File: src/rtl/fetch_pkg.sv
// Shared types and constants for the nano RV32I instruction-fetch stage.
package fetch_pkg;

    localparam int XLEN    = 32;
    localparam int PC_STEP = 4;

    typedef logic [XLEN-1:0] word_t;

    localparam word_t DEFAULT_RESET_PC = 32'h0000_0000;
    localparam word_t ALIGN_MASK       = 32'h0000_0003;

    typedef enum logic [1:0] {
        IDLE  = 2'd0,
        FETCH = 2'd1,
        KILL  = 2'd2,
        HALT  = 2'd3
    } state_t;

    function automatic word_t next_pc(input word_t pc);
        return pc + word_t'(PC_STEP);
    endfunction

endpackage

File: src/rtl/fetch_skid_buf.sv
// Two-entry instruction/PC FIFO between the fetch handshake and decode.
// Flush wins over push and pop in the same cycle.
module fetch_skid_buf
    import fetch_pkg::*;
(
    input  logic        clk_i,
    input  logic        rst_i,
    input  logic        push_i,
    input  word_t       push_instr_i,
    input  word_t       push_pc_i,
    input  logic        pop_i,
    input  logic        flush_i,
    output logic        valid_o,
    output word_t       instr_o,
    output word_t       pc_o,
    output logic [1:0]  count_o
);

    word_t      instr_q [2];
    word_t      instr_d [2];
    word_t      pc_q    [2];
    word_t      pc_d    [2];
    logic       wr_ptr_q, wr_ptr_d;
    logic       rd_ptr_q, rd_ptr_d;
    logic [1:0] count_q, count_d;

    // NOTE: every variable gets its default first, so no path leaves one unassigned and no latch is inferred.
    always_comb begin
        instr_d  = instr_q;
        pc_d     = pc_q;
        wr_ptr_d = wr_ptr_q;
        rd_ptr_d = rd_ptr_q;
        count_d  = count_q;

        if (flush_i) begin
            wr_ptr_d = 1'b0;
            rd_ptr_d = 1'b0;
            count_d  = 2'd0;
        end else begin
            if (push_i) begin
                instr_d[wr_ptr_q] = push_instr_i;
                pc_d[wr_ptr_q]    = push_pc_i;
                wr_ptr_d          = wr_ptr_q + 1'b1;
            end
            if (pop_i) begin
                rd_ptr_d = rd_ptr_q + 1'b1;
            end
            case ({push_i, pop_i})
                2'b10:   count_d = count_q + 2'd1;
                2'b01:   count_d = count_q - 2'd1;
                default: count_d = count_q;
            endcase
        end
    end

    // NOTE: the two entries are reset as well so instr_o/instr_pc_o read 0 out of reset.
    always_ff @(posedge clk_i or posedge rst_i) begin
        if (rst_i) begin
            instr_q[0] <= '0;
            instr_q[1] <= '0;
            pc_q[0]    <= '0;
            pc_q[1]    <= '0;
            wr_ptr_q   <= 1'b0;
            rd_ptr_q   <= 1'b0;
            count_q    <= 2'd0;
        end else begin
            instr_q  <= instr_d;
            pc_q     <= pc_d;
            wr_ptr_q <= wr_ptr_d;
            rd_ptr_q <= rd_ptr_d;
            count_q  <= count_d;
        end
    end

    assign valid_o = (count_q != 2'd0);
    assign instr_o = instr_q[rd_ptr_q];
    assign pc_o    = pc_q[rd_ptr_q];
    assign count_o = count_q;

endmodule

File: src/rtl/fetch_unit.sv
// Instruction-fetch stage: PC, imem req/ack handshake, 2-deep decode buffer, branch redirect.
// Define FETCH_MISALIGN_TRAP_EN to trap misaligned redirect targets into HALT.
module fetch_unit
    import fetch_pkg::*;
#(
    parameter word_t RESET_PC = DEFAULT_RESET_PC
) (
    input  logic        clk_i,
    input  logic        rst_i,
    input  logic        take_branch_i,
    input  logic [31:0] branch_target_i,
    input  logic        stall_i,
    output logic        imem_req_o,
    output logic [31:0] imem_addr_o,
    input  logic        imem_ack_i,
    input  logic [31:0] imem_rdata_i,
    output logic        instr_valid_o,
    output logic [31:0] instr_o,
    output logic [31:0] instr_pc_o,
    output logic        misaligned_o
);

    state_t     state_q, state_d;
    word_t      pc_q, pc_d;
    word_t      addr_q, addr_d;
    logic       req_q, req_d;
    logic       mis_q, mis_d;

    logic       transfer;
    logic       pending;
    logic       bad_target;
    word_t      target;
    logic       push;
    logic       pop;
    logic       flush;
    logic [1:0] occ_q;
    logic [1:0] occ_d;
    logic       buf_valid;

`ifdef FETCH_MISALIGN_TRAP_EN
    assign target     = branch_target_i;
    assign bad_target = take_branch_i & ((branch_target_i & ALIGN_MASK) != '0);
`else
    assign target     = branch_target_i & ~ALIGN_MASK;
    assign bad_target = 1'b0;
`endif

    assign transfer = req_q & imem_ack_i;
    assign pending  = req_q & ~imem_ack_i;
    assign pop      = buf_valid & ~stall_i & ~flush;

    always_comb begin
        state_d = state_q;
        pc_d    = pc_q;
        mis_d   = mis_q;
        push    = 1'b0;
        flush   = 1'b0;

        case (state_q)
            IDLE: state_d = FETCH;
            FETCH: begin
                if (take_branch_i) begin
                    pc_d  = target;
                    flush = 1'b1;
                    mis_d = mis_q | bad_target;
                    // An unacked request must complete before the new stream starts.
                    if (pending)         state_d = KILL;
                    else if (bad_target) state_d = HALT;
                end else if (transfer) begin
                    push = 1'b1;
                    pc_d = next_pc(pc_q);
                end
            end
            KILL: begin
                if (take_branch_i) begin
                    pc_d  = target;
                    mis_d = mis_q | bad_target;
                end
                if (transfer) state_d = mis_d ? HALT : FETCH;
            end
            HALT: state_d = HALT;
            default: state_d = IDLE;
        endcase
    end

    always_comb begin
        if (flush) begin
            occ_d = 2'd0;
        end else begin
            case ({push, pop})
                2'b10:   occ_d = occ_q + 2'd1;
                2'b01:   occ_d = occ_q - 2'd1;
                default: occ_d = occ_q;
            endcase
        end
    end

    // Raising req only when next occupancy is <= 1 guarantees a free slot whenever ack arrives.
    always_comb begin
        if (pending) begin
            req_d  = 1'b1;
            addr_d = addr_q;
        end else begin
            req_d  = (state_d == FETCH) && (occ_d <= 2'd1);
            addr_d = pc_d;
        end
    end

    // NOTE: state registers use non-blocking assignments so every flop samples pre-edge values.
    always_ff @(posedge clk_i or posedge rst_i) begin
        if (rst_i) begin
            state_q <= IDLE;
            pc_q    <= RESET_PC;
            addr_q  <= RESET_PC;
            req_q   <= 1'b0;
            mis_q   <= 1'b0;
        end else begin
            state_q <= state_d;
            pc_q    <= pc_d;
            addr_q  <= addr_d;
            req_q   <= req_d;
            mis_q   <= mis_d;
        end
    end

    fetch_skid_buf u_buf (
        .clk_i        (clk_i),
        .rst_i        (rst_i),
        .push_i       (push),
        .push_instr_i (imem_rdata_i),
        .push_pc_i    (addr_q),
        .pop_i        (pop),
        .flush_i      (flush),
        .valid_o      (buf_valid),
        .instr_o      (instr_o),
        .pc_o         (instr_pc_o),
        .count_o      (occ_q)
    );

    assign imem_req_o    = req_q;
    assign imem_addr_o   = addr_q;
    assign instr_valid_o = buf_valid;
    assign misaligned_o  = mis_q;

endmodule

File: config.mk
export PLATFORM = sky130hd
export DESIGN_NAME = fetch_unit
export DESIGN_NICKNAME = d
export VERILOG_FILES = /design/src/rtl/fetch_pkg.sv /design/src/rtl/fetch_skid_buf.sv /design/src/rtl/fetch_unit.sv
export SDC_FILE = /design/constraint.sdc
export NUM_CORES = 1
export LEC_CHECK = 0
export ABC_CLOCK_PERIOD_IN_PS = 13550
export BUFFER_PORTS_ARGS = -buffer_cell sky130_fd_sc_hd__buf_2
export CORE_MARGIN = 3
export CORE_UTILIZATION = 35
export CTS_BUF_LIST = sky130_fd_sc_hd__clkbuf_8
export CTS_CLUSTER_SIZE = 28
export DETAILED_ROUTE_END_ITERATION = 7
export PLACE_DENSITY = 0.51
export SLEW_MARGIN = 20
export SYNTH_ARGS = -nofsm -noshare
export SYNTH_HDL_FRONTEND = slang
export SYNTH_SLANG_ARGS = --single-unit
File: constraint.sdc
create_clock -name clk_i -period 13.55 [get_ports clk_i]
set_input_delay 0.6775 -clock clk_i [delete_from_list [all_inputs] [get_ports clk_i]]
set_output_delay 0.6775 -clock clk_i [all_outputs]
set_load 0.1 [all_outputs]
## Word level (Yosys, flattened, before mapping)

Cells that the tools add are included.

| word-level totals | value |
|---|---|
| register bits | 200 |
| input bits | 69 |
| output and inout port bits | 99 |
| logic and storage cells | 75 |

| cells by class | value |
|---|---|
| $add $sub $neg | 5 |
| magnitude comparators | 4 |
| eq/ne operators | 6 |
| muxes and demuxes | 32 |
| bitwise logic cells | 9 |
| reductions and logical operators | 7 |

Operators by type and width:

| cell | count |
|---|---|
| two-way mux 32 bit | 10 |
| bitwise mux 64 bit | 2 |
| one-hot mux 32 bit (2 select lines) | 1 |
| adder 32 x 3 -> 32 bit (second input constant) | 1 |
| demux 32 bit (select 1 bit) | 1 |
| two-way mux 1 bit | 11 |
| two-way mux 2 bit | 5 |
| one-hot mux 2 bit (4 select lines) | 1 |
| == test 2 x 1 -> 1 bit (second input constant) | 3 |
| == test 2 bit (second input constant) | 3 |
| nonzero test 2 bit | 3 |
| bitwise AND 1 bit | 4 |
| greater-or-equal comparator 2 bit (second input constant) | 2 |
| NOT 1 -> 2 bit | 2 |
| one-hot mux 2 bit (2 select lines) | 1 |
| NOT 1 bit | 3 |
| adder 1 bit (second input constant) | 2 |
| adder 2 x 1 -> 2 bit (second input constant) | 1 |
| <= comparator 2 x 1 -> 1 bit (second input constant) | 1 |
| logical AND 1 bit | 2 |
| logical NOT 2 bit | 1 |
| less-than comparator 2 x 1 -> 1 bit (second input constant) | 1 |
| AND reduction 2 bit | 1 |
| subtractor 2 x 1 -> 2 bit (second input constant) | 1 |

## Depth between registers and ports, before layout

Gate-level depths: netlist of run 1.

| depth | value |
|---|---|
| depth in word-level cells | 10 |
| depth in mapped cells | 11 |
| gate-level depth less buffers | 10 |

## Hierarchy

Synthesis of run 1 repeated with hierarchy kept, for this count alone.

| unflattened totals | value |
|---|---|
| cells, all modules | 837 |
| area, all modules | 10238.6 µm² |

Modules (own cells, without submodules):

| module | times used | cells each | area an instance (µm²) | seq. area each (µm²) |
|---|---|---|---|---|
| fetch_skid_buf | 1 | 361 | 6043.3 | 3303.2 |
| fetch_unit | 1 | 476 | 4195.3 | 1676.6 |

## Worst setup path before layout of run 1

OpenSTA, ideal clock, no wires.

| timing | value |
|---|---|
| path type | register -> register |
| start | register req_q (netlist: imem_req_o) |
| end | register addr_q[14] (netlist: imem_addr_o[14]) |
| data arrival time | 2499 ps |
| required time | 13424 ps |
| path slack | 10925 ps |
| stages on the path, launching flop included | 7 |
| clock period less this slack | 2625 ps |
| cell sequence | dfrtp_1 > nand4_1 > clkbuf_1 > or4_1 > o21ai_0 > a21oi_1 > mux2_2 |

| between the ends | value |
|---|---|
| word-level cells in the longest chain between the ends | 4 |
| elaborated cells on any way between the ends | 5 |
| classes of those cells | mux: 3; bitwise: 2 |

RTL lines:

| item | line | source |
|---|---|---|
| start, declared | fetch_unit.sv:26 | `logic req_q, req_d;` |
| start signal, assigned | fetch_unit.sv:121 | `req_q <= req_d;` |
| bitwise AND 1 bit | fetch_unit.sv:48 | `assign transfer = req_q & imem_ack_i;` |
| two-way mux 32 bit | fetch_unit.sv:69 | `end else if (transfer) begin` |
| two-way mux 32 bit | fetch_unit.sv:62 | `if (take_branch_i) begin` |
| one-hot mux 32 bit (2 select lines) | fetch_unit.sv:59 | `case (state_q)` |
| named net pc_d[14] | fetch_unit.sv:24 | `word_t pc_q, pc_d;` |
| end signal, assigned | fetch_unit.sv:120 | `addr_q <= addr_d;` |
| end, declared | fetch_unit.sv:25 | `word_t addr_q, addr_d;` |

The timed path passes the listed nets, and every way through them passes these cells.
A chain may end at the register's enable or synchronous reset.

## Final worst setup path of run 1

| timing | value |
|---|---|
| start | input take_branch_i |
| end | register u_buf.pc_q[60] (netlist bit) |

| between the ends | value |
|---|---|
| word-level cells in the longest chain between the ends | 4 |
| elaborated cells on any way between the ends | 6 |
| classes of those cells | mux: 4; bitwise: 1; reduce/logical: 1 |

RTL lines:

| item | line | source |
|---|---|---|
| start, declared | fetch_unit.sv:10 | `input logic take_branch_i,` |
| two-way mux 1 bit | fetch_unit.sv:62 |  |
| two-way mux 1 bit | fetch_unit.sv:59 |  |
| NOT 1 bit (no source line) | - |  |
| AND reduction 2 bit (no source line) * | - |  |
| end signal, assigned | fetch_skid_buf.sv:68 | `pc_q <= pc_d;` |
| end, declared | fetch_skid_buf.sv:21 | `word_t pc_q [2];` |

Mark *: on every way between the ends. The rest lies on a longest branch, timed or not.

==> results of run 1 <==
-- layout make-up --
type	count	area, um2
fillers	2761	15920
clock buffers	18	247.7
clock inverters	14	143.9
inverters	20	82.58
well taps	372	465.4
multi-input cells	558	4598
repair buffers	172	880.8
flip-flops and latches	199	4984
-- worst reg2reg max path, cell delays in order (launching register included) --
cell and delay (ns):
dfrtp_1 0.43, inv_1 0.09, ha_1 0.17, nand2b_1 0.20, nor2_1 0.40, inv_1 0.16, nor2_4 0.53, buf_4 0.66
mux2_2 0.46
-- registers in the layout, summed over array words and instances (netlist names) --
register,count
u_buf.instr_q,64
u_buf.pc_q,64
imem_addr_o,32
pc_q,32
state_q,2
u_buf.count_o,2
imem_req_o,1
u_buf.rd_ptr_q,1
u_buf.wr_ptr_q,1
-- path summary, 6_finish.rpt --
| path | startpoint | end | depth (start not counted) | slack, ns |
|---|---|---|---|---|
| max reg2reg | state_q[1] | u_buf.pc_q[60] | 8 | 10.37 |
| min | rst_i | u_buf.instr_q[8] | 2 | 0.40 |
| max | take_branch_i | u_buf.pc_q[60] | 8 | 10.23 |
| max in group asynchronous | rst_i | imem_addr_o[4] | 3 | 11.72 |
| min in group clk_i | imem_rdata_i[27] | u_buf.instr_q[27] | 2 | 0.44 |
| min reg2reg | pc_q[0] | pc_q[0] | 1 | 0.49 |
-- cell families after synthesis --
kind of cell | synth area share, %
compound gates | 11.19
xor+xnor | 0.2667
fa+ha+maj | 0.7618
buf+inv | 2.958
flops | 50.53
mux | 25.10
other cells | 0.03805
simple gates | 9.155
-- stage by stage --
step | instance area [um2] | utilization [%]
after floorplan | 9854 | -
after global placement | 11010 | 40.29
after detailed placement | 11010 | 40.29
after CTS | 11400 | 41.73
after global routing | 11400 | 41.73
final | 11400 | 41.73
-- synth_stat cells (9+ instances only) --
cell type / number
mux2_2: 217
dfrtp_1: 199
clkbuf_1: 42
nand2_1: 40
o21ai_0: 35
a21oi_1: 34
nor2_1: 31
inv_1: 17
nor3_1: 15
nand4_1: 13
o31ai_1: 12
a221oi_1: 10
nand3_1: 10
a31oi_1: 9
-- layer usage --
metal	up-vias	GRT usage, %	wire length [um]
met1	3602	23.37	11750
met3	20	3.898	1297
met5	-	0	34
met4	4	3.385	259
met2	178	28.49	12480
li1	3358	-	-
==> metrics.yaml, run 1 <==
outcome: "complete, no violations"
crit_top_cell: "buf_4"
synthCells: 830
maxSlewHeadroom_pct: 33.43
postSynthRegisterBits: 199
fin_crit_ns: 3.320
ios: 168
dp_hpwl_um: 16800
post_cts.resized_instances: 0
hold_path.class: "input port to async pin"
antenna_found_initial: 2
root_buffer: "clkbuf_8"
portBuffers: 164
hold_violations: 0
die_h_um: 173.8
clk_pin_slew_ns: 0.11
synthTopCellsByArea: "dfrtp_1 51%, mux2_2 25%, o21ai_0 1.8%"
nNetsFinal: 1043
slew_violations: 0
drtPass1Iterations: 5
die_w_um: 173.8
cp_num_buf_inv: 4
worst_path_dominant_cell_family: "simple AND/OR/NAND/NOR gates"
drive_gt1_share_pct: 44.55
wl_per_cell_um: 19.09
rsz0062_at_grt: "false"
coreArea_um2: 27330
yosysWarnings: 0
grt_usage_pct: 17.23
drt_iter0_markers: 396
end_kind: "flip-flop"
hold_ws_ns: 0.4020
grt_max_degree: 136
setup_tns_ns: 0
ctsHoldBuffers: 0
syn_avg_cell_area_um2: 11.87
grt_pass1_wl_um: 42030
ys_seq_area_share_pct: 50.53
ys.flop_type: "dfrtp_1"
finalCritPeriodShare_pct: 24.50
cts.sinks: 199
overflow: 0
post_cts_buffers: 0
ant_nets: 0
crit_arrival_ns: 3.68
max_stage_delay_ns: 0.65
start_kind: "input port"
synth_top_area_share_pct: 50.53
drv_cap: 0
worst_pin_slew_ns: 0.9985
fmax_mhz: 301.2
antenna_cells: 0
via_count: 7162
wl_um: 25830
synth_area_leader_cell: "dfrtp_1"
synthArstFlopShare_pct: 100.0
worstSkewPairLatency_ns: 0.47
cts_buffers: 17
crit_chain: "buf_2 -> buf_4 -> nand2b_1 -> nor2_1 -> inv_1 -> nor2_4 -> buf_4 -> mux2_2"
fin_cells: 1353
worst_slack_ns: 10.23
syn-num-nets: 905
final_cell_mix: "217 x mux2_2, 198 x dfrtp_1, 164 x buf_2, 39 x nand2_1, 35 x o21ai_0"
ys_types: 67
routabilityCongestion: 0.8092
vias_per_cell: 5.293
crit_required_ns: 13.91
area_growth_pct: 15.71
row_count: 60
clockBufferDepth: 2
start_util_pct: 36.06
dp.cells: 1321
die_area_um2: 30200
skew_ns: 0.02256
critPathSlowestCell: "buf_4"
cts_tree: "built"
setup_viol: 0
synth_edf_count: 0
netlist_area_um2: 9854
drcViolationCount: 0
final_common_cell: "mux2_2"
htree_levels: 4
place_ws_ns: 9.637
path_class: "input port to flip-flop"
critPathMaxFanout: 60
grt_pass1_vias: 7421
Power of run 1 is not shown: default switching activity piles up to over one toggle a cycle in this logic, so the estimate is an artifact.
==> run 2: changes to the inputs <==
Settings changed: ABC_AREA set to 1, ABC_CLOCK_PERIOD_IN_PS 13550 to 3190.
Clock period 13.55 ns to 3.19 ns, I/O delays scaled along.
==> run 2 against run 1 <==
Net effect:
- critical path type is now flip-flop to primary output
- via count up 27%
- worst setup slack worse by 9.5 ns
- synthesized area increased by 5.2%
==> metrics.yaml, run 2 <==
outcome: "complete, no violations"  # unchanged
synthCells: 1369  # was 830
drive_gt1_share_pct: 19.13  # was 44.55%
die_w_um: 178.1  # was 173.8 um
start_kind: "flip-flop"  # was input port
skew_ns: 0.02379  # was 0.02256 ns
synth-xor-area-share_pct: 0  # was 0.2666%
cts_buffers: 17  # unchanged
synth_top_area_share_pct: 48.02  # was 50.53%
clockBufferDepth: 2  # unchanged
hold_violations: 0  # unchanged
fin_crit_ns: 2.446
antenna_found_initial: 0  # was 2
cts.sinks: 199  # unchanged
maxSlewHeadroom_pct: 46.16  # was 33.43%
setup_tns_ns: 0  # unchanged
grt_pass1_wl_um: 46660  # was 42030 um
root_buffer: "clkbuf_8"  # unchanged
die_area_um2: 31730  # was 30200 um2
worstSkewPairLatency_ns: 0.47  # about the same
syn-num-nets: 1444  # was 905
routabilityCongestion: 0.8449  # was 0.8092
synthTopCellsByArea: "dfrtp_1 48%, nand2_1 20%, o21ai_0 5.1%"  # was dfrtp_1 51%, mux2_2 25%, o21ai_0 1.8%
clk_pin_slew_ns: 0.12  # was 0.11 ns
cts_tree: "built"  # unchanged
ff_latch_area_um2: 4981  # was 4984 um2
vias_per_cell: 4.708  # was 5.293
ys_seq_area_share_pct: 48.02  # was 50.53%
slew_violations: 0  # unchanged
rsz0062_at_grt: "false"  # unchanged
drtPass1Iterations: 5  # unchanged
synth_common_cells: "540 x nand2_1, 199 x dfrtp_1, 134 x inv_1"  # was 217 x mux2_2, 199 x dfrtp_1, 42 x clkbuf_1
final_common_cell: "nand2_1"  # was mux2_2
synth_compound_area_share_pct: 14.66  # was 11.19%
use_met2_pct: 29.63  # was 28.49%
area_growth_pct: 18.41  # was 15.71%
synth_area_leader_cell: "dfrtp_1"  # unchanged
place_ws_ns: 0.7795  # was 9.637 ns
final_cell_mix: "539 x nand2_1, 198 x dfrtp_1, 164 x buf_2, 132 x inv_1, 105 x o21ai_0"  # was 217 x mux2_2, 198 x dfrtp_1, 164 x buf_2, 39 x nand2_1, 35 x o21ai_0
start_util_pct: 35.84  # was 36.06%
post_cts_buffers: 0  # unchanged
ys_types: 39  # was 67
syn_avg_cell_area_um2: 7.575  # was 11.87 um2
overflow: 0  # unchanged
end_kind: "primary output"  # was flip-flop
die_h_um: 178.1  # was 173.8 um
wl_per_cell_um: 15.06  # was 19.09 um
largest_registers: "u_buf.instr_q: 64 flops, u_buf.pc_q: 64 flops"  # unchanged
grt_usage_pct: 18.50  # was 17.23%
fillCellCount: 3022  # was 2761
drt_iter0_markers: 732  # was 396
postSynthRegisterBits: 199  # unchanged
portBuffers: 164  # unchanged
synthSimpleGateAreaFrac_pct: 27.75  # was 9.154%
netlist_area_um2: 10370  # was 9854 um2
ant_nets: 0  # unchanged
crit_arrival_ns: 2.29  # was 3.68 ns
nNetsFinal: 1609  # was 1043
gr-max-usage-layer: "met2"  # unchanged
finalCritPeriodShare_pct: 76.66
critPathMaxFanout: 37  # was 60
row_count: 62  # was 60
ios: 168  # unchanged
use_met3_pct: 2.852  # was 3.898%
grt_max_degree: 79  # was 136
worst_slack_ns: 0.7444  # was 10.23 ns
drv_cap: 0  # unchanged
coreArea_um2: 28940  # was 27330 um2
grt_pass1_vias: 8572  # was 7421
synth_top_family_by_area: "simple AND/OR/NAND/NOR gates"  # was multiplexers
path_class: "flip-flop to primary output"  # was input port to flip-flop
fmax_mhz: 408.9
drcViolationCount: 0  # unchanged
synthAdderAreaFrac_pct: 0.7239  # was 0.7618%
grtUsageMet1_pct: 26.60  # was 23.37%
synth_edf_count: 0  # unchanged
crit_required_ns: 3.03  # was 13.91 ns
htree_levels: 4  # unchanged
dp_hpwl_um: 19920  # was 16800 um
hold_path.class: "input port to flip-flop"  # was input port to async pin
setup_viol: 0  # unchanged
antenna_cells: 0  # unchanged
synth_most_common_cell: "nand2_1"  # was mux2_2
wl_um: 29080  # was 25830 um
via_count: 9091  # was 7162
synth.area.mux_share_pct: 0  # was 25.10%
ys.flop_type: "dfrtp_1"  # unchanged
worst_pin_slew_ns: 0.8077  # was 0.9985 ns
yosysWarnings: 0  # unchanged
synthArstFlopShare_pct: 100.0  # unchanged
multiInputGateArea_um2: 4484  # was 4598 um2
==> run 2: per-stage QoR <==
stage	cells	cell area (um2)	hold WS (ns)	util [%]
after detailed placement	1865	11500	0.2805	39.76
after global placement	1865	11500	0.2827	39.76
after CTS	1931	12280	0.02794	42.44
after global routing	1931	12280	0.06191	42.44
final	1931	12280	0.07235	42.44
after floorplan	1369	10370	0.3043	-
==> run 2: timing repair <==
action,in CTS,in global routing
hold buffers,34,0
hold endpoints to repair,89,0
resized for setup,0,0
==> run 2: final timing paths <==
path | slack (ns) | startpoint | end | cells past startpoint
max in group asynchronous | 2.03 | rst_i | u_buf.pc_q[46] | 4
worst min-delay path | 0.07 | branch_target_i[8] | imem_addr_o[8] | 5
worst max register to register | 0.78 | state_q[1] | u_buf.instr_q[43] | 9
worst max-delay path | 0.74 | u_buf.rd_ptr_q | instr_pc_o[14] | 5
min in group asynchronous | 0.31 | rst_i | u_buf.instr_q[26] | 3
worst min register to register | 0.49 | u_buf.instr_q[52] | u_buf.instr_q[52] | 2
==> run 2: kinds of logic (layout without fill, tap and decap cells) <==
kind of cell / Yosys count / count (layout)
AOI/OAI and AO/OA: 246 / 246
adders and majority gates: 6 / 6
buffers and inverters: 211 / 389
DFF: 199 / 199
other: 1 / 1
and+or+nand+nor: 706 / 706
==> run 2: worst max-delay path, cell delays in order, from the launching register on <==
cell,delay [ns]
dfrtp_2,0.43
inv_2,0.46
buf_12,0.30
nand2_1,0.07
nand2_1,0.07
buf_2,0.46
==> run 2: final cells by class <==
type | instances | area share [%]
Clock inverter | 15 | 1.641
Inverter | 140 | 4.331
Tap cell | 384 | 3.913
Timing Repair Buffer | 217 | 11.13
Sequential cell | 199 | 40.56
Multi-Input combinational cell | 959 | 36.52
Clock buffer | 17 | 1.905
==> run 2: layer usage <==
layer  vias up  wire length [um]
li1       4666                 -
met1      4194             14460
met2       209             13070
met3        22              1171
met4         0               376
met5         -                 0
Power of run 2 is left out for the same reason.
